<file path="src/rtl/mem_bus_arbiter_if.sv">
// Bus bundle for mem_bus_arbiter: both requester handshakes plus the shared memory port.
// The slave modport is the arbiter's view; master is the surrounding core/memory view.
interface mem_bus_arbiter_if #(
  parameter int ADDR_W = 32,
  parameter int DATA_W = 32
);
  logic              i_read_ce;
  logic [ADDR_W-1:0] i_addr;
  logic [DATA_W-1:0] i_rdata;
  logic              i_fin;
  logic              d_read_ce;
  logic              d_write_ce;
  logic [ADDR_W-1:0] d_addr;
  logic [DATA_W-1:0] d_wdata;
  logic [DATA_W-1:0] d_rdata;
  logic              d_fin;
  logic              m_ce;
  logic              m_we;
  logic [ADDR_W-1:0] m_addr;
  logic [DATA_W-1:0] m_wdata;
  logic [DATA_W-1:0] m_rdata;
  logic              m_fin;
  logic              grant_d;
  logic              err;

  modport slave (
    input  i_read_ce, i_addr, d_read_ce, d_write_ce, d_addr, d_wdata, m_rdata, m_fin,
    output i_rdata, i_fin, d_rdata, d_fin, m_ce, m_we, m_addr, m_wdata, grant_d, err
  );

  modport master (
    output i_read_ce, i_addr, d_read_ce, d_write_ce, d_addr, d_wdata, m_rdata, m_fin,
    input  i_rdata, i_fin, d_rdata, d_fin, m_ce, m_we, m_addr, m_wdata, grant_d, err
  );
endinterface

</file>
<file path="src/rtl/mem_bus_arbiter.sv">
// Shares one memory port between instruction fetch and load/store with ce/fin handshakes.
// Define ARB_RR_EN for round-robin on conflicts; default build gives data fixed priority.
//
// state     | meaning
// ----------+------------------------------------------------------------
// S_IDLE    | port free, sampling requests, winner latched on next edge
// S_GRANT_I | fetch access on the memory port, waiting for m_fin/timeout
// S_GRANT_D | load/store access on the memory port, waiting for m_fin/timeout
// S_RELEASE | fin pulse cycle, no new grant so the requester can drop ce
module mem_bus_arbiter #(
  parameter int ADDR_W  = 32,
  parameter int DATA_W  = 32,
  parameter int TIMEOUT = 255
) (
  input logic              clk,
  input logic              rst,
  mem_bus_arbiter_if.slave bus
);

  typedef enum logic [1:0] {
    S_IDLE    = 2'd0,
    S_GRANT_I = 2'd1,
    S_GRANT_D = 2'd2,
    S_RELEASE = 2'd3
  } state_e;

  localparam logic [7:0] TO_LAST = 8'(TIMEOUT - 1);

  state_e            state_q, state_d;
  logic              m_ce_q, m_ce_d;
  logic              m_we_q, m_we_d;
  logic [ADDR_W-1:0] m_addr_q, m_addr_d;
  logic [DATA_W-1:0] m_wdata_q, m_wdata_d;
  logic [DATA_W-1:0] i_rdata_q, i_rdata_d;
  logic [DATA_W-1:0] d_rdata_q, d_rdata_d;
  logic              i_fin_q, i_fin_d;
  logic              d_fin_q, d_fin_d;
  logic              grant_d_q, grant_d_d;
  logic              err_q, err_d;
  logic [7:0]        cnt_q, cnt_d;
`ifdef ARB_RR_EN
  logic              last_d_q, last_d_d;
`endif

  logic req_i, req_d, pick_d, done;

  always_comb begin
    req_i = bus.i_read_ce;
    req_d = bus.d_read_ce | bus.d_write_ce;
`ifdef ARB_RR_EN
    // On a conflict the side not served last wins
    pick_d = req_d & (~req_i | ~last_d_q);
`else
    pick_d = req_d;
`endif
    done = bus.m_fin | (cnt_q == TO_LAST);

    state_d   = state_q;
    m_ce_d    = m_ce_q;
    m_we_d    = m_we_q;
    m_addr_d  = m_addr_q;
    m_wdata_d = m_wdata_q;
    i_rdata_d = i_rdata_q;
    d_rdata_d = d_rdata_q;
    i_fin_d   = 1'b0;
    d_fin_d   = 1'b0;
    grant_d_d = grant_d_q;
    err_d     = err_q;
    cnt_d     = cnt_q;
`ifdef ARB_RR_EN
    last_d_d  = last_d_q;
`endif

    case (state_q)
      S_IDLE: begin
        if (req_i | req_d) begin
          m_ce_d    = 1'b1;
          cnt_d     = 8'd0;
          grant_d_d = pick_d;
          if (pick_d) begin
            state_d   = S_GRANT_D;
            m_we_d    = bus.d_write_ce;
            m_addr_d  = bus.d_addr;
            m_wdata_d = bus.d_wdata;
          end else begin
            state_d   = S_GRANT_I;
            m_we_d    = 1'b0;
            m_addr_d  = bus.i_addr;
            m_wdata_d = '0;
          end
`ifdef ARB_RR_EN
          last_d_d = pick_d;
`endif
        end
      end
      S_GRANT_I, S_GRANT_D: begin
        if (done) begin
          m_ce_d    = 1'b0;
          grant_d_d = 1'b0;
          state_d   = S_RELEASE;
          if (!bus.m_fin) err_d = 1'b1;
          if (state_q == S_GRANT_I) begin
            i_fin_d   = 1'b1;
            i_rdata_d = bus.m_fin ? bus.m_rdata : '0;
          end else begin
            d_fin_d = 1'b1;
            // Completed stores leave d_rdata alone; a timeout always zeroes it
            if (!bus.m_fin)   d_rdata_d = '0;
            else if (!m_we_q) d_rdata_d = bus.m_rdata;
          end
        end else begin
          cnt_d = cnt_q + 8'd1;
        end
      end
      S_RELEASE: state_d = S_IDLE;
      default:   state_d = S_IDLE;
    endcase
  end

  always_ff @(posedge clk) begin
    if (rst) begin
      state_q   <= S_IDLE;
      m_ce_q    <= 1'b0;
      m_we_q    <= 1'b0;
      m_addr_q  <= '0;
      m_wdata_q <= '0;
      i_rdata_q <= '0;
      d_rdata_q <= '0;
      i_fin_q   <= 1'b0;
      d_fin_q   <= 1'b0;
      grant_d_q <= 1'b0;
      err_q     <= 1'b0;
      cnt_q     <= 8'd0;
`ifdef ARB_RR_EN
      last_d_q  <= 1'b0;
`endif
    end else begin
      state_q   <= state_d;
      m_ce_q    <= m_ce_d;
      m_we_q    <= m_we_d;
      m_addr_q  <= m_addr_d;
      m_wdata_q <= m_wdata_d;
      i_rdata_q <= i_rdata_d;
      d_rdata_q <= d_rdata_d;
      i_fin_q   <= i_fin_d;
      d_fin_q   <= d_fin_d;
      grant_d_q <= grant_d_d;
      err_q     <= err_d;
      cnt_q     <= cnt_d;
`ifdef ARB_RR_EN
      last_d_q  <= last_d_d;
`endif
    end
  end

  assign bus.m_ce    = m_ce_q;
  assign bus.m_we    = m_we_q;
  assign bus.m_addr  = m_addr_q;
  assign bus.m_wdata = m_wdata_q;
  assign bus.i_rdata = i_rdata_q;
  assign bus.d_rdata = d_rdata_q;
  assign bus.i_fin   = i_fin_q;
  assign bus.d_fin   = d_fin_q;
  assign bus.grant_d = grant_d_q;
  assign bus.err     = err_q;

endmodule
</file>
<file path="src/flat_wrapper.sv">
// flat-port wrapper written by rule: the top's interface ports become plain ports
module mem_bus_arbiter_flat 
#(
  parameter int ADDR_W  = 32,
  parameter int DATA_W  = 32,
  parameter int TIMEOUT = 255
)
  (clk, rst, bus_i_read_ce, bus_i_addr, bus_d_read_ce, bus_d_write_ce, bus_d_addr, bus_d_wdata, bus_m_rdata, bus_m_fin, bus_i_rdata, bus_i_fin, bus_d_rdata, bus_d_fin, bus_m_ce, bus_m_we, bus_m_addr, bus_m_wdata, bus_grant_d, bus_err);
  mem_bus_arbiter_if #(.ADDR_W(ADDR_W), .DATA_W(DATA_W)) bus_i ();
  input logic clk;
  input logic rst;
  input wire logic [$bits(bus_i.i_read_ce)-1:0] bus_i_read_ce;
  input wire logic [$bits(bus_i.i_addr)-1:0] bus_i_addr;
  input wire logic [$bits(bus_i.d_read_ce)-1:0] bus_d_read_ce;
  input wire logic [$bits(bus_i.d_write_ce)-1:0] bus_d_write_ce;
  input wire logic [$bits(bus_i.d_addr)-1:0] bus_d_addr;
  input wire logic [$bits(bus_i.d_wdata)-1:0] bus_d_wdata;
  input wire logic [$bits(bus_i.m_rdata)-1:0] bus_m_rdata;
  input wire logic [$bits(bus_i.m_fin)-1:0] bus_m_fin;
  output wire logic [$bits(bus_i.i_rdata)-1:0] bus_i_rdata;
  output wire logic [$bits(bus_i.i_fin)-1:0] bus_i_fin;
  output wire logic [$bits(bus_i.d_rdata)-1:0] bus_d_rdata;
  output wire logic [$bits(bus_i.d_fin)-1:0] bus_d_fin;
  output wire logic [$bits(bus_i.m_ce)-1:0] bus_m_ce;
  output wire logic [$bits(bus_i.m_we)-1:0] bus_m_we;
  output wire logic [$bits(bus_i.m_addr)-1:0] bus_m_addr;
  output wire logic [$bits(bus_i.m_wdata)-1:0] bus_m_wdata;
  output wire logic [$bits(bus_i.grant_d)-1:0] bus_grant_d;
  output wire logic [$bits(bus_i.err)-1:0] bus_err;
  assign bus_i.i_read_ce = bus_i_read_ce;
  assign bus_i.i_addr = bus_i_addr;
  assign bus_i.d_read_ce = bus_d_read_ce;
  assign bus_i.d_write_ce = bus_d_write_ce;
  assign bus_i.d_addr = bus_d_addr;
  assign bus_i.d_wdata = bus_d_wdata;
  assign bus_i.m_rdata = bus_m_rdata;
  assign bus_i.m_fin = bus_m_fin;
  assign bus_i_rdata = bus_i.i_rdata;
  assign bus_i_fin = bus_i.i_fin;
  assign bus_d_rdata = bus_i.d_rdata;
  assign bus_d_fin = bus_i.d_fin;
  assign bus_m_ce = bus_i.m_ce;
  assign bus_m_we = bus_i.m_we;
  assign bus_m_addr = bus_i.m_addr;
  assign bus_m_wdata = bus_i.m_wdata;
  assign bus_grant_d = bus_i.grant_d;
  assign bus_err = bus_i.err;
  mem_bus_arbiter #(.ADDR_W(ADDR_W), .DATA_W(DATA_W), .TIMEOUT(TIMEOUT)) u_core (.clk(clk), .rst(rst), .bus(bus_i));
endmodule
</file>
<file path="config.mk">
export PLATFORM = sky130hd
export DESIGN_NAME = mem_bus_arbiter_flat
export DESIGN_NICKNAME = d
export VERILOG_FILES = /design/src/rtl/mem_bus_arbiter_if.sv /design/src/rtl/mem_bus_arbiter.sv /design/src/flat_wrapper.sv
export SDC_FILE = /design/constraint.sdc
export NUM_CORES = 1
export LEC_CHECK = 0
export ABC_AREA = 1
export CORE_MARGIN = 2
export CORE_UTILIZATION = 45
export DETAILED_ROUTE_END_ITERATION = 12
export PLACE_DENSITY = 0.92
export SETUP_SLACK_MARGIN = 0.2
export SLEW_MARGIN = 20
export SYNTH_ARGS = -nofsm -noshare
export SYNTH_HDL_FRONTEND = slang
export SYNTH_SLANG_ARGS = --single-unit
</file>
<file path="constraint.sdc">
create_clock -name clk -period 4.5 [get_ports clk]
set_input_delay 0.675 -clock clk [delete_from_list [all_inputs] [get_ports clk]]
set_output_delay 0.675 -clock clk [all_outputs]
set_load 0.01 [all_outputs]
</file>
* Word level (Yosys, flattened, before mapping) *
Index checks and enable logic that the tools add are counted.
Widths: inputs -> output; s select.

operators by class
  add/sub/neg operators = 1
  multipliers = 0
  divide/modulo/power cells = 0
  magnitude comparators = 0
  eq/ne operators = 8
  shift-type cells = 0
  mux-type cells = 20
  bitwise gates (word level) = 7
  reduce and logical (&&, ||, !) cells = 11

operators with widths
  cell                 count
  $mux 32              5
  $mux 8               2
  $pmux 8 s2           1
  $reduce_and 3->1     4
  $add 8x1->8 const B  1
  $eq 8x8->1 const B   1
  $mux 1               6
  $mux 2               3
  $pmux 2 s3           1
  $eq 2x2->1 const B   2
  $ne 2x1->1 const B   2
  $ne 2x2->1 const B   2
  $not 1->1            4
  $pmux 1 s2           2
  $reduce_and 2->1     2
  $reduce_and 4->1     1
  $or 1x1->1           3
  $reduce_or 3->1      1
  $eq 2x1->1 const B   1
  $logic_not 2->1      1
  $reduce_bool 2->1    1
  $reduce_or 2->1      1

word-level totals
  bits in registers = 144
  bits in latches = 0
  RAM bits = 0
  bits in read-only memories = 0
  input port bits = 134
  output and inout bits = 134
  word-level logic and storage cells = 59
  memories kept = 0

* Logic depth before layout (Yosys ltp) *
Gate-level depths: netlist of run 1.

  depth in word-level cells = 4
  depth in mapped cells = 12
  gate-level depth less buffers = 11

* Worst setup path before layout of run 1 *
Ideal clock, no wire load.

  path kind = input-to-reg
  start = input port bus_m_fin
  end = register u_core.d_rdata_q[11], in the netlist u_core.bus.d_rdata[11]
  library setup time = 0.132 ns
  data arrival time = 1.434 ns
  data required time = 4.368 ns
  path slack = 2.934 ns
  stages on the path = 6
  buffers on the path = 2
  cell sequence = buf_2 > a21oi_2 > nand3_2 > buf_2 > nand2_1 > a21oi_1

on the way
  cells in the longest elaborated chain, start to end = 2
  elaborated cells between the ends (all ways) = 4
  those cells by class = eq/ne: 1; mux: 1; bitwise: 1; reduce/logical: 1

ends and longest elaborated chain
  element                                                    line                    text
  start, declared                                            flat_wrapper.sv:19      input wire logic [$bits(bus_i.m_fin)-1:0] bus_m_fin;
  $ne 2x2->1 (no source line) or $or 1x1->1 (tied branches)  --
  $reduce_and 4->1 (no source line)                          --
  end signal, assigned                                       mem_bus_arbiter.sv:144  d_rdata_q <= d_rdata_d;
  end, declared                                              mem_bus_arbiter.sv:35   logic [DATA_W-1:0] d_rdata_q, d_rdata_d;

Parallel ways exist; a longest one is shown, timed or not.
A chain may end at the register's enable or synchronous reset.

* Worst setup path after layout of run 1 *
  start = input port bus_d_write_ce
  end = register u_core.m_wdata_q[14], in the netlist u_core.bus.m_wdata[14]

on the way
  cells in the longest elaborated chain, start to end = 3
  elaborated cells between the ends (all ways) = 4
  those cells by class = mux: 1; bitwise: 2; reduce/logical: 1

ends and longest elaborated chain
  element                            line                    text
  start, declared                    flat_wrapper.sv:15      input wire logic [$bits(bus_i.d_write_ce)-1:0] bus_d_write_ce;
  $or 1x1->1 (*)                     mem_bus_arbiter.sv:49   req_d = bus.d_read_ce | bus.d_write_ce;
  $or 1x1->1                         mem_bus_arbiter.sv:76   if (req_i | req_d) begin
  $reduce_and 2->1 (no source line)  --
  end signal, assigned               mem_bus_arbiter.sv:142  m_wdata_q <= m_wdata_d;
  end, declared                      mem_bus_arbiter.sv:33   logic [DATA_W-1:0] m_wdata_q, m_wdata_d;

Every way passes the cells marked *; elsewhere a longest branch is shown, timed or not.

==> metrics.md, run 1 <==
| Metric | Value |
|---|---|
| P_int | `between 3 and 4 mW` |
| Clk root buf | `clkbuf_16` |
| Worst Path Class, Setup | `in -> reg` |
| CP Launch Type | `input pin` |
| Netlist cell types | `26` |
| First-pass GRT wire length | `29900 microns` |
| Top Family by Delay on Critical Path | `buffers and inverters` |
| N_diodes | `0` |
| Hold buffers post-CTS | `0` |
| Final setup vio count | `0` |
| Worst VDD drop | `~310 uV` |
| Syn nets | `approximately 940` |
| CTS H-Tree Depth | `4` |
| Clock Tree Buf Depth | `2` |
| Synth Register Bits | `144` |
| Final Hold Fails | `0` |
| Port Buffer Count | `267` |
| Least-Margin Pin Slew | `around 1.1 ns` |
| Post-synthesis mux area share | `0%` |
| Final net count | `between 1000 and 1500` |
| RSZ-0062 raised after global routing | `false` |
| CP max stage cell | `nor2_4` |
| Synth Area per Inst | `between 7 and 8 sq um` |
| Reg-to-Reg Start | `u_core.state_q[0]` |
| CP Capture Type | `flip-flop` |
| Power Density | `between 500 and 600 nW/um^2` |
| Iter 0 DRT Violations | `641` |
| Switch share | `a little over a third` |
| Overall die area | `between 10000 and 15000 sq um` |
| WL/cell | `15.4 microns` |
| Remaining global-route overflow | `0` |
| Most frequent cells in the layout | `nand2_1, clkdlybuf4s50_1, dfxtp_1` |
| Largest family of logic cells by synthesized area | `simple AND/OR/NAND/NOR gates` |
| Starting Density | `46.4%` |
| Yosys warnings | `0` |
| Post-DRT Antenna Nets | `0` |
| 1st-pass router iterations | `5` |
| Fin Setup TNS | `0 ns` |
| Seq pwr share | `33.9%` |
| Vias per inst | `around 5.2` |
| # IOs | `around 270` |
| Arr. time, crit path | `approximately 3.1 ns` |
| Die Height | `between 100 and 150 microns` |
| Core footprint | `roughly 13000 sq um` |
| Via count | `6348` |
| CTS resizes | `0` |
| Post-CTS Setup Bufs | `0` |
| FP Rows | `between 40 and 50` |
| Synthesized area | `about 5900 sq um` |
| GR Util met1 | `between 20% and 30%` |
| GRT busiest layer | `met2` |
| Met3 global-route usage | `9.07%` |
| Chip width | `119 microns` |
| Post-synthesis sequential area ratio | `approximately half` |
| Clk_lat worst skew | `0.41 ns` |
| Power, Total | `about 5.1 mW` |
| Pin count of the biggest net entering global routing | `approximately 110` |
| CTS tree | `done` |
| CTS Sinks | `approximately 140` |
| Total global-route track usage | `a little over a quarter` |
| Combinational Power Share | `38.6%` |
| Hold Path Origin | `u_core.bus.i_rdata[10]` |
| Maximum clock rate | `around 360 MHz` |
| Clock transition at the registers of the reported paths | `0.06 ns` |
| Mapped Cells | `~800` |
| Max_slew headroom | `27.8%` |
| Crit path max fanout | `66` |
| Simple-Gate Fraction of Synth Area | `about a quarter` |
| Share of cells above drive strength 1 | `between 5 and 6%` |
| Detailed placer's ending HPWL | `~13000 microns` |
| Slew Viols, Final | `0` |
| CTS buffer count | `17` |
| WP data required | `just under 5 ns` |
| P_sw | `1.82 mW` |
| Max-Cap Viols | `0` |
| DRC Markers | `0` |
| Routed wire length | `18900 microns` |
| Adder-cell area share of the yosys netlist | `between 1 and 1.5%` |
| Worst path bufs/invs | `3` |
| Crit. Startpoint | `bus_d_write_ce` |
| Layout fillers | `932` |
| Met2 Resource Use GR | `44.4%` |
| Initial antenna violation count | `0` |
| Final critical-path required period | `about 2.8 ns` |
| Synth Area in Compound Gates | `between 10% and 20%` |
| RD Place Congestion | `roughly 0.87` |
| Clock Power Share | `between 20% and 30%` |
| Status | `completed` |
| Leak | `about 3.6 nW` |
| Area grow syn2layout | `55.3%` |
| Vias in the first global route | `about 6000` |
| Worst path cell trace | `clkdlybuf4s50_1 -> nor2_4 -> a21oi_4 -> buf_4 -> inv_2 -> nand2_1 -> a21oi_1` |
| Final period util | `62.0%` |
| Hold WC Path Type | `reg -> reg` |
| Slowest stage delay, CP | `around 0.7 ns` |
| Synth Area in XOR/XNOR | `0%` |
| Commonest non-fill, non-tap cell in the layout | `nand2_1` |
| Worst Skew | `between 0.006 and 0.007 ns` |
## path summary, 6_finish.rpt
path	endpoint	slack [ns]	cells past startpoint
setup reg to reg	u_core.state_q[0]	2.12	9
hold / removal	u_core.bus.i_rdata[10]	0.46	2
hold reg to reg	u_core.bus.i_rdata[10]	0.46	2
setup / recovery	u_core.bus.m_wdata[14]	1.71	7
## power groups by stage
stage | Sequential (mW) | Clock, mW | Combinational [mW]
after detailed placement | 1.76 | 0 | 1.97
after floorplan | 1.87 | 0 | 0.970
after CTS | 1.74 | 1.44 | 1.99
after global placement | 1.75 | 0 | 1.94
final | 1.74 | 1.42 | 1.99
after global routing | 1.77 | 1.50 | 2.16
## sequential cells by signal (all words and copies together) (netlist names), 2 cells and up
| signal | flops |
|---|---|
| u_core.bus.d_rdata | 32 |
| u_core.bus.i_rdata | 32 |
| u_core.bus.m_addr | 32 |
| u_core.bus.m_wdata | 32 |
| u_core.cnt_q | 8 |
| u_core.state_q | 2 |
## layer usage
layer	wire length, microns	part of all wire, %
met5	0	0
met2	9380	50
met3	1800	9.5
met4	724	3.8
met1	6990	37
## logic make-up after synthesis
family	count (synthesis)
adders and majority gates	6
DFF	144
buffers and inverters	112
and+or+nand+nor	364
AOI/OAI and AO/OA	178
## metrics by stage
stage | instance area [sq um] | std cells | setup slack (ns) | utilization [%] | hold slack, ns
global placement | 8580 | 1191 | 1.40 | 67.5 | 0.447
global route | 9180 | 1223 | 1.54 | 72.2 | 0.478
finish | 9180 | 1223 | 1.71 | 72.2 | 0.460
detailed placement | 8580 | 1191 | 1.36 | 67.5 | 0.452
floorplan | 5910 | 804 | 2.93 | - | 0.478
CTS | 9180 | 1223 | 1.78 | 72.2 | 0.460
## Yosys cell counts (all sizes together)
library cell	instances	area (sq um)
a31oi	33	206
buf	32	181
a21oi	110	558
o21ai	34	170
nor3	2	10.0
nand3	13	75.1
nor3b	2	20.0
clkbuf	29	109
clkinv	1	3.75
o31ai	1	12.5
nand2	294	1120
dfxtp	144	2880
nand4	33	206
inv	50	188
ha	6	75.1
nor2	20	90.1
## area by class of cell
type / instances / area, sq um / area share [%]
clock buffers: 22 / 464 / 5.06
inverters: 51 / 191 / 2.09
clock inverters: 10 / 134 / 1.46
flip-flops and latches: 144 / 2880 / 31.4
well taps: 172 / 215 / 2.34
multi-input cells: 548 / 2550 / 27.8
repair buffers: 276 / 2740 / 29.8
## worst register-to-register path, delay by kind of cell (launching register included)
kind / cells / cell delay, ns
simple gates: 3 / 0.40
buf+inv: 3 / 0.83
fa+ha+maj: 1 / 0.49
flops: 1 / 0.39
compound gates: 2 / 0.20
(Power assumes the default switching activity.)
==> run 2, diff against run 1 <==
--- a/config.mk
+++ b/config.mk
@@ -7,9 +7,9 @@
 export LEC_CHECK = 0
 export ABC_AREA = 1
 export CORE_MARGIN = 2
-export CORE_UTILIZATION = 45
+export CORE_UTILIZATION = 38
 export DETAILED_ROUTE_END_ITERATION = 12
-export PLACE_DENSITY = 0.92
+export PLACE_DENSITY = 0.83
 export SETUP_SLACK_MARGIN = 0.2
 export SLEW_MARGIN = 20
 export SYNTH_ARGS = -nofsm -noshare
==> constraint.sdc (replaced) <==
create_clock -name clk -period 2.28 [get_ports clk]
set_input_delay 0.342 -clock clk [delete_from_list [all_inputs] [get_ports clk]]
set_output_delay 0.342 -clock clk [all_outputs]
set_load 0.01 [all_outputs]
==> run 2 against run 1 <==
  * Cell count is 2.3% higher
  * Critical endpoint is now u_core.state_q[0]
  * Clock skew grew 0.00053 ns
  * Clock power is 100% higher
  * Routed wire length rose by 1.8%
  * Via count fell by 0.35%
  * Register-to-register slack got worse by 1.7 ns
  * Cell area rose by 1.8%
  * Sequential cell count stayed put
  * Largest power group unchanged
  * Combinational power increased by 110%
  * First-iteration DRC count is 22% lower
  * Sequential power up 98%
==> metrics.md, run 2 (synthesis results as in run 1) <==
| Metric | Value |
|---|---|
| First-pass GRT wire length | `29300 microns (-1.9%)` |
| Clk_lat worst skew | `0.42 ns (about the same)` |
| Worst VDD drop | `567 uV (+83%)` |
| CTS buffer count | `17 (unchanged)` |
| RSZ-0062 raised after global routing | `false` |
| Total global-route track usage | `22.4% (-4.0 points)` |
| WP data required | `2.63 ns (-2.20 ns)` |
| Hold WC Path Type | `in -> reg` |
| Commonest non-fill, non-tap cell in the layout | `nand2_1` |
| Least-Margin Pin Slew | `0.463 ns (-0.621 ns)` |
| FF-to-FF setup slack | `0.45 ns (-1.67 ns)` |
| P_int | `6.71 mW (+100%)` |
| Port Buffer Count | `267 (unchanged)` |
| Via count | `6326 (-0.35%)` |
| WHS | `0.273 ns (-0.186 ns)` |
| Post-CTS Setup Bufs | `0 (unchanged)` |
| Combinational Power Share | `39.2% (+0.6 points)` |
| R2R depth | `8 (-1)` |
| Overall die area | `16600 sq um (+18%)` |
| FP Rows | `45 (+9.8%)` |
| Seq pwr share | `33.0% (-0.9 points)` |
| Reg-to-Reg Start | `u_core.state_q[0]` |
| Die Height | `129 microns (+8.5%)` |
| Post-DRT Antenna Nets | `0 (unchanged)` |
| Reg2reg end | `u_core.state_q[0]` |
| CTS Sinks | `144 (unchanged)` |
| DRC Markers | `0 (unchanged)` |
| CTS resizes | `0 (unchanged)` |
| Multi-input logic area | `2550 sq um (unchanged)` |
| Worst Path Class, Setup | `reg -> reg` |
| Clock Power Share | `27.8% (+0.3 points)` |
| Clk root buf | `clkbuf_16` |
| Clock Tree Buf Depth | `2 (unchanged)` |
| Hold EP | `u_core.bus.i_rdata[24]` |
| P_sw | `3.71 mW (+100%)` |
| Area grow syn2layout | `58.1%` |
| Crit. Startpoint | `u_core.state_q[0]` |
| Slew Viols, Final | `0 (unchanged)` |
| N_diodes | `0 (unchanged)` |
| Initial antenna violation count | `0 (unchanged)` |
| Final Hold Fails | `0 (unchanged)` |
| Vias in the first global route | `5820 (-2.7%)` |
| CTS H-Tree Depth | `4 (unchanged)` |
| Worst Skew | `0.00665 ns (+0.000534 ns)` |
| Leak | `3.67 nW (+2.0%)` |
| Hold Path Origin | `rst` |
| # IOs | `268 (unchanged)` |
| Dpl cell area | `8730 sq um (+1.7%)` |
| Starting Density | `38.9% (-7.6 points)` |
| Fin Setup TNS | `0 ns (unchanged)` |
| Arr. time, crit path | `2.17 ns (-0.95 ns)` |
| Final period util | `80.0%` |
| Detailed placer's ending HPWL | `13700 microns (+4.3%)` |
| Final setup vio count | `0 (unchanged)` |
| Power, Total | `10.4 mW (+100%)` |
| Fin area | `9340 sq um (+1.8%)` |
| DP Cell Count | `1219 (+2.4%)` |
| Pin count of the biggest net entering global routing | `53 (-50%)` |
| RD Place Congestion | `0.820 (-6.1%)` |
| Register area | `2880 sq um (unchanged)` |
| 1st-pass router iterations | `5 (unchanged)` |
| Hold Path Depth | `2 (unchanged)` |
| Switch share | `35.6% (+0.20 points)` |
| Layout fillers | `1312 (+41%)` |
| Core footprint | `15200 sq um (+19%)` |
| Remaining global-route overflow | `0 (unchanged)` |
| Routed wire length | `19200 microns (+1.8%)` |
| Max-Cap Viols | `0 (unchanged)` |
| Max_slew headroom | `69.2% (+41 points)` |
| WL/cell | `15.4 microns (-0.48%)` |
| Final critical-path required period | `1.83 ns` |
| CP Capture Type | `flip-flop` |
| CP Launch Type | `flip-flop` |
| Final net count | `1190 (+1.0%)` |
| Most frequent cells in the layout | `nand2_1, clkdlybuf4s50_1, dfxtp_1` |
| CTS tree | `done` |
| Power Density | `1110 nW/um^2 (+99%)` |
| Vias per inst | `5.06 (-2.6%)` |
| Non-filler cells, final | `1251 (+2.3%)` |
| Hold buffers post-CTS | `0 (unchanged)` |
| Share of cells above drive strength 1 | `6.59% (+1.2 points)` |
| Status | `completed` |
| Maximum clock rate | `roughly 550 MHz` |
| Chip width | `129 microns (+8.5%)` |
| Clock transition at the registers of the reported paths | `0.06 ns (about the same)` |
| Crit path max fanout | `9 (-86%)` |
| Iter 0 DRT Violations | `503 (-22%)` |
-- run 2: cell types whose count changed in the layout (fill, tap and decap cells not counted) --
| cell | previous run | this run |
|---|---|---|
| buf_12 | 0 | 3 |
| buf_4 | 10 | 19 |
| clkbuf_1 | 3 | 1 |
| clkinv_2 | 4 | 2 |
| clkinvlp_4 | 2 | 4 |
| inv_1 | 46 | 47 |
| inv_2 | 4 | 3 |
| inv_6 | 1 | 3 |
-- run 2: cell type report --
| class | count | area share, % |
|---|---|---|
| Timing Repair Buffer | 288 | 30.7 |
| Multi-Input combinational cell | 548 | 27.3 |
| Clock buffer | 20 | 4.89 |
| Sequential cell | 144 | 30.9 |
| Tap cell | 188 | 2.52 |
| Clock inverter | 12 | 1.67 |
| Inverter | 51 | 2.05 |
-- run 2: power by group through the flow --
stage | Clock [mW] | Combinational [mW] | Sequential [mW]
2_1_floorplan | 0 | 1.92 | 3.69
3_3_place_gp | 0 | 4.02 | 3.46
3_5_place_dp | 0 | 4.06 | 3.49
6_report | 2.89 | 4.08 | 3.44
4_1_cts | 2.91 | 4.09 | 3.44
5_1_grt | 3.02 | 4.41 | 3.50
-- run 2: layer usage --
layer	vias up	GRT usage, %	routed length, microns
li1	3122	-	-
met1	2877	25.6	7400
met2	299	40.0	9830
met3	28	6.65	1660
met4	0	7.54	340
met5	-	0	0
-- run 2: worst max-delay path by stage --
stage | to | slack (ns) | depth (start not counted)
6_report | u_core.state_q[0] | 0.45 | 8
3_5_place_dp | u_core.bus.d_rdata[10] | 0.34 | 7
2_1_floorplan | u_core.bus.d_rdata[11] | 0.80 | 6
4_1_cts | bus_m_we | 0.46 | 1
3_3_place_gp | u_core.cnt_q[0] | 0.40 | 8
5_1_grt | u_core.state_q[0] | 0.31 | 8
-- run 2: through the flow --
stage | setup WS [ns] | util (%)
after floorplan | 0.795 | -
after global placement | 0.397 | 57.4
after detailed placement | 0.343 | 57.4
after CTS | 0.459 | 61.5
after global routing | 0.313 | 61.5
final | 0.455 | 61.5
-- run 2: worst max-delay path, cell delays in order, from the launching register on --
cell and delay (ns):
dfxtp_1 0.39, inv_1 0.08, ha_1 0.44, clkinv_1 0.31, nor2_1 0.22, a21oi_1 0.06
nand3_1 0.09, nand2_1 0.05, a21oi_1 0.12
==> run 3, diff against run 2 <==
==> constraint.sdc (replaced) <==
create_clock -name clk -period 1.5 [get_ports clk]
set_input_delay 0.225 -clock clk [delete_from_list [all_inputs] [get_ports clk]]
set_output_delay 0.225 -clock clk [all_outputs]
set_load 0.01 [all_outputs]
==> run 3 against run 2 <==
  * The flow now finishes with violations (setup timing)
  * Cell area increased by 17%
  * Sequential share of layout area decreased by 4.2 points
  * Clock-buffer cell count decreased by 1
==> metrics.md, run 3 (synthesis results as in run 1) <==
| Metric | Value |
|---|---|
| FP Rows | `45 (unchanged)` |
| Register area | `2900 sq um (+0.65%)` |
| Port Buffer Count | `267 (unchanged)` |
| RD Place Congestion | `0.813 (-0.87%)` |
| Area grow syn2layout | `84.4%` |
| Via count | `7096 (+12%)` |
| Commonest non-fill, non-tap cell in the layout | `nand2_1` |
| WL/cell | `18.8 microns (+22%)` |
| RSZ-0062 raised after global routing | `true` |
| Worst path cell trace | `inv_4 -> ha_4 -> inv_4 -> buf_6 -> nor2_4 -> buf_12 -> nand2_1 -> a21oi_1` |
| Worst Skew | `0.0133 ns (+0.00662 ns)` |
| Most frequent cells in the layout | `nand2_1, dfxtp_1, clkdlybuf4s50_1` |
| Routed wire length | `24900 microns (+29%)` |
| Switch share | `38.2% (+2.6 points)` |
| CTS buffer count | `17 (unchanged)` |
| Chip width | `129 microns (unchanged)` |
| CTS H-Tree Depth | `4 (unchanged)` |
| Clock Tree Buf Depth | `2 (unchanged)` |
| N_diodes | `0 (unchanged)` |
| Clock transition at the registers of the reported paths | `0.07 ns (about the same)` |
| Die Height | `129 microns (unchanged)` |
| Multi-input logic area | `3180 sq um (+24%)` |
| Hold buffers post-CTS | `0 (unchanged)` |
| Total global-route track usage | `27.3% (+4.9 points)` |
| Detailed placer's ending HPWL | `13300 microns (-2.6%)` |
| WP data required | `1.83 ns (-0.80 ns)` |
| Post-DRT Antenna Nets | `0 (unchanged)` |
| Remaining global-route overflow | `0 (unchanged)` |
| Initial antenna violation count | `0 (unchanged)` |
| Final critical-path required period | `1.58 ns (-0.244 ns)` |
| Arr. time, crit path | `1.91 ns (-0.26 ns)` |
| P_sw | `7.72 mW (+110%)` |
| CTS Sinks | `144 (unchanged)` |
| Final period util | `105% (+25 points)` |
| Worst Path Class, Setup | `reg -> reg` |
| CP Capture Type | `flip-flop` |
| Worst VDD drop | `1000 uV (+76%)` |
| Share of cells above drive strength 1 | `25.4% (+19 points)` |
| CTS tree | `done` |
| Final setup vio count | `38 (+38)` |
| CP max stage cell | `dfxtp_4` |
| Least-Margin Pin Slew | `0.543 ns (+0.0806 ns)` |
| Vias in the first global route | `6752 (+16%)` |
| Clk_lat worst skew | `0.43 ns (about the same)` |
| CP dominant cell by count | `inv_4` |
| Maximum clock rate | `633 MHz (+15%)` |
| Slowest stage delay, CP | `0.37 ns (-0.07 ns)` |
| Hold WC Path Type | `in -> reg` |
| Pin count of the biggest net entering global routing | `105 (+98%)` |
| Util after Layout | `71.7% (+10 points)` |
| Power, Total | `20.2 mW (+94%)` |
| Overall die area | `16600 sq um (unchanged)` |
| First-pass GRT wire length | `35100 microns (+20%)` |
| Failing checks | `setup timing` |
| Layout fillers | `1104 (-16%)` |
| CP Launch Type | `flip-flop` |
| Top Family by Delay on Critical Path | `buffers and inverters` |
| Iter 0 DRT Violations | `568 (+13%)` |
| Worst path bufs/invs | `4 (+2)` |
| Clock Power Share | `21.4% (-6.4 points)` |
| Max_slew headroom | `63.8% (-5.4 points)` |
| Final net count | `1263 (+6.1%)` |
| # IOs | `268 (unchanged)` |
| Clk root buf | `clkbuf_16` |
| 1st-pass router iterations | `5 (unchanged)` |
| Status | `finished with violations` |
| Crit path max fanout | `14 (+5)` |
| Final Hold Fails | `0 (unchanged)` |
| Seq pwr share | `26.3% (-6.7 points)` |
| Power Density | `1860 nW/um^2 (+66%)` |
| Leak | `4.74 nW (+29%)` |
| Vias per inst | `5.36 (+6.0%)` |
| Fin Setup TNS | `-0.789 ns (-0.789 ns)` |
| Max-Cap Viols | `0 (unchanged)` |
| DRC Markers | `0 (unchanged)` |
| Starting Density | `38.9% (unchanged)` |
| P_int | `12.5 mW (+86%)` |
| Core footprint | `15200 sq um (unchanged)` |
| Slew Viols, Final | `0 (unchanged)` |
| Combinational Power Share | `52.3% (+13 points)` |
| Worst setup margin | `-0.0806 ns (-0.536 ns)` |
[run 3: per-layer routing]
layer / part of all wire, % / GRT usage [%] / up-vias / wire length, microns
met4: 4.0 / 14.1 / 0 / 1000
met5: 0 / 0 / - / 0
met2: 52 / 49.7 / 424 / 13000
met3: 8.5 / 6.49 / 74 / 2120
met1: 35 / 29.5 / 3302 / 8760
li1: - / - / 3296 / -
[run 3: timing repair]
item                                    4_1_cts  5_1_grt
endpoints found under the setup margin      256      209
pin swaps                                    21       24
resized for setup                           225      206
setup buffers                                28        9
gates cloned                                 17        4
[run 3: path summary, 6_finish.rpt]
path | start | endpoint | slack (ns) | cells after the start
min reg2reg | u_core.bus.d_rdata[3] | u_core.bus.d_rdata[3] | 0.46 | 2
max | u_core.state_q[0] | u_core.bus.m_wdata[14] | -0.08 | 8
max reg2reg | u_core.state_q[0] | u_core.bus.m_wdata[14] | -0.08 | 8
min | rst | u_core.bus.d_rdata[29] | 0.32 | 3
[run 3: power by group through the flow]
stage	Clock (mW)	Sequential [mW]	Combinational, mW
global route	4.52	5.41	11.0
finish	4.32	5.33	10.6
CTS	4.32	5.21	8.89
global placement	0	5.25	6.71
detailed placement	0	5.28	6.74
floorplan	0	5.62	3.15
[run 3: cell type report]
| type | instances | area share, % |
|---|---|---|
| clock inverter | 13 | 1.39 |
| inverter | 51 | 2.06 |
| timing repair buffer | 356 | 34.5 |
| tap | 188 | 2.16 |
| multi-input combinational | 553 | 29.2 |
| clock buffer | 19 | 4.06 |
| sequential | 144 | 26.6 |
[run 3: tightest hold or removal path: cells and delay by family]
family,cells,cell delay (ns)
AO/OA/AOI/OAI,1,0.15
buffers and inverters,2,0.33
[run 3: metrics by stage]
stage	hold WS, ns	cells	worst slack (ns)	area [sq um]
CTS	0.291	1311	0.0373	10400
floorplan	0.360	804	0.197	6010
finish	0.322	1324	-0.0806	10900
global placement	0.446	1234	-0.163	8990
detailed placement	0.451	1234	-0.218	8990
global route	0.341	1324	-0.0844	10900
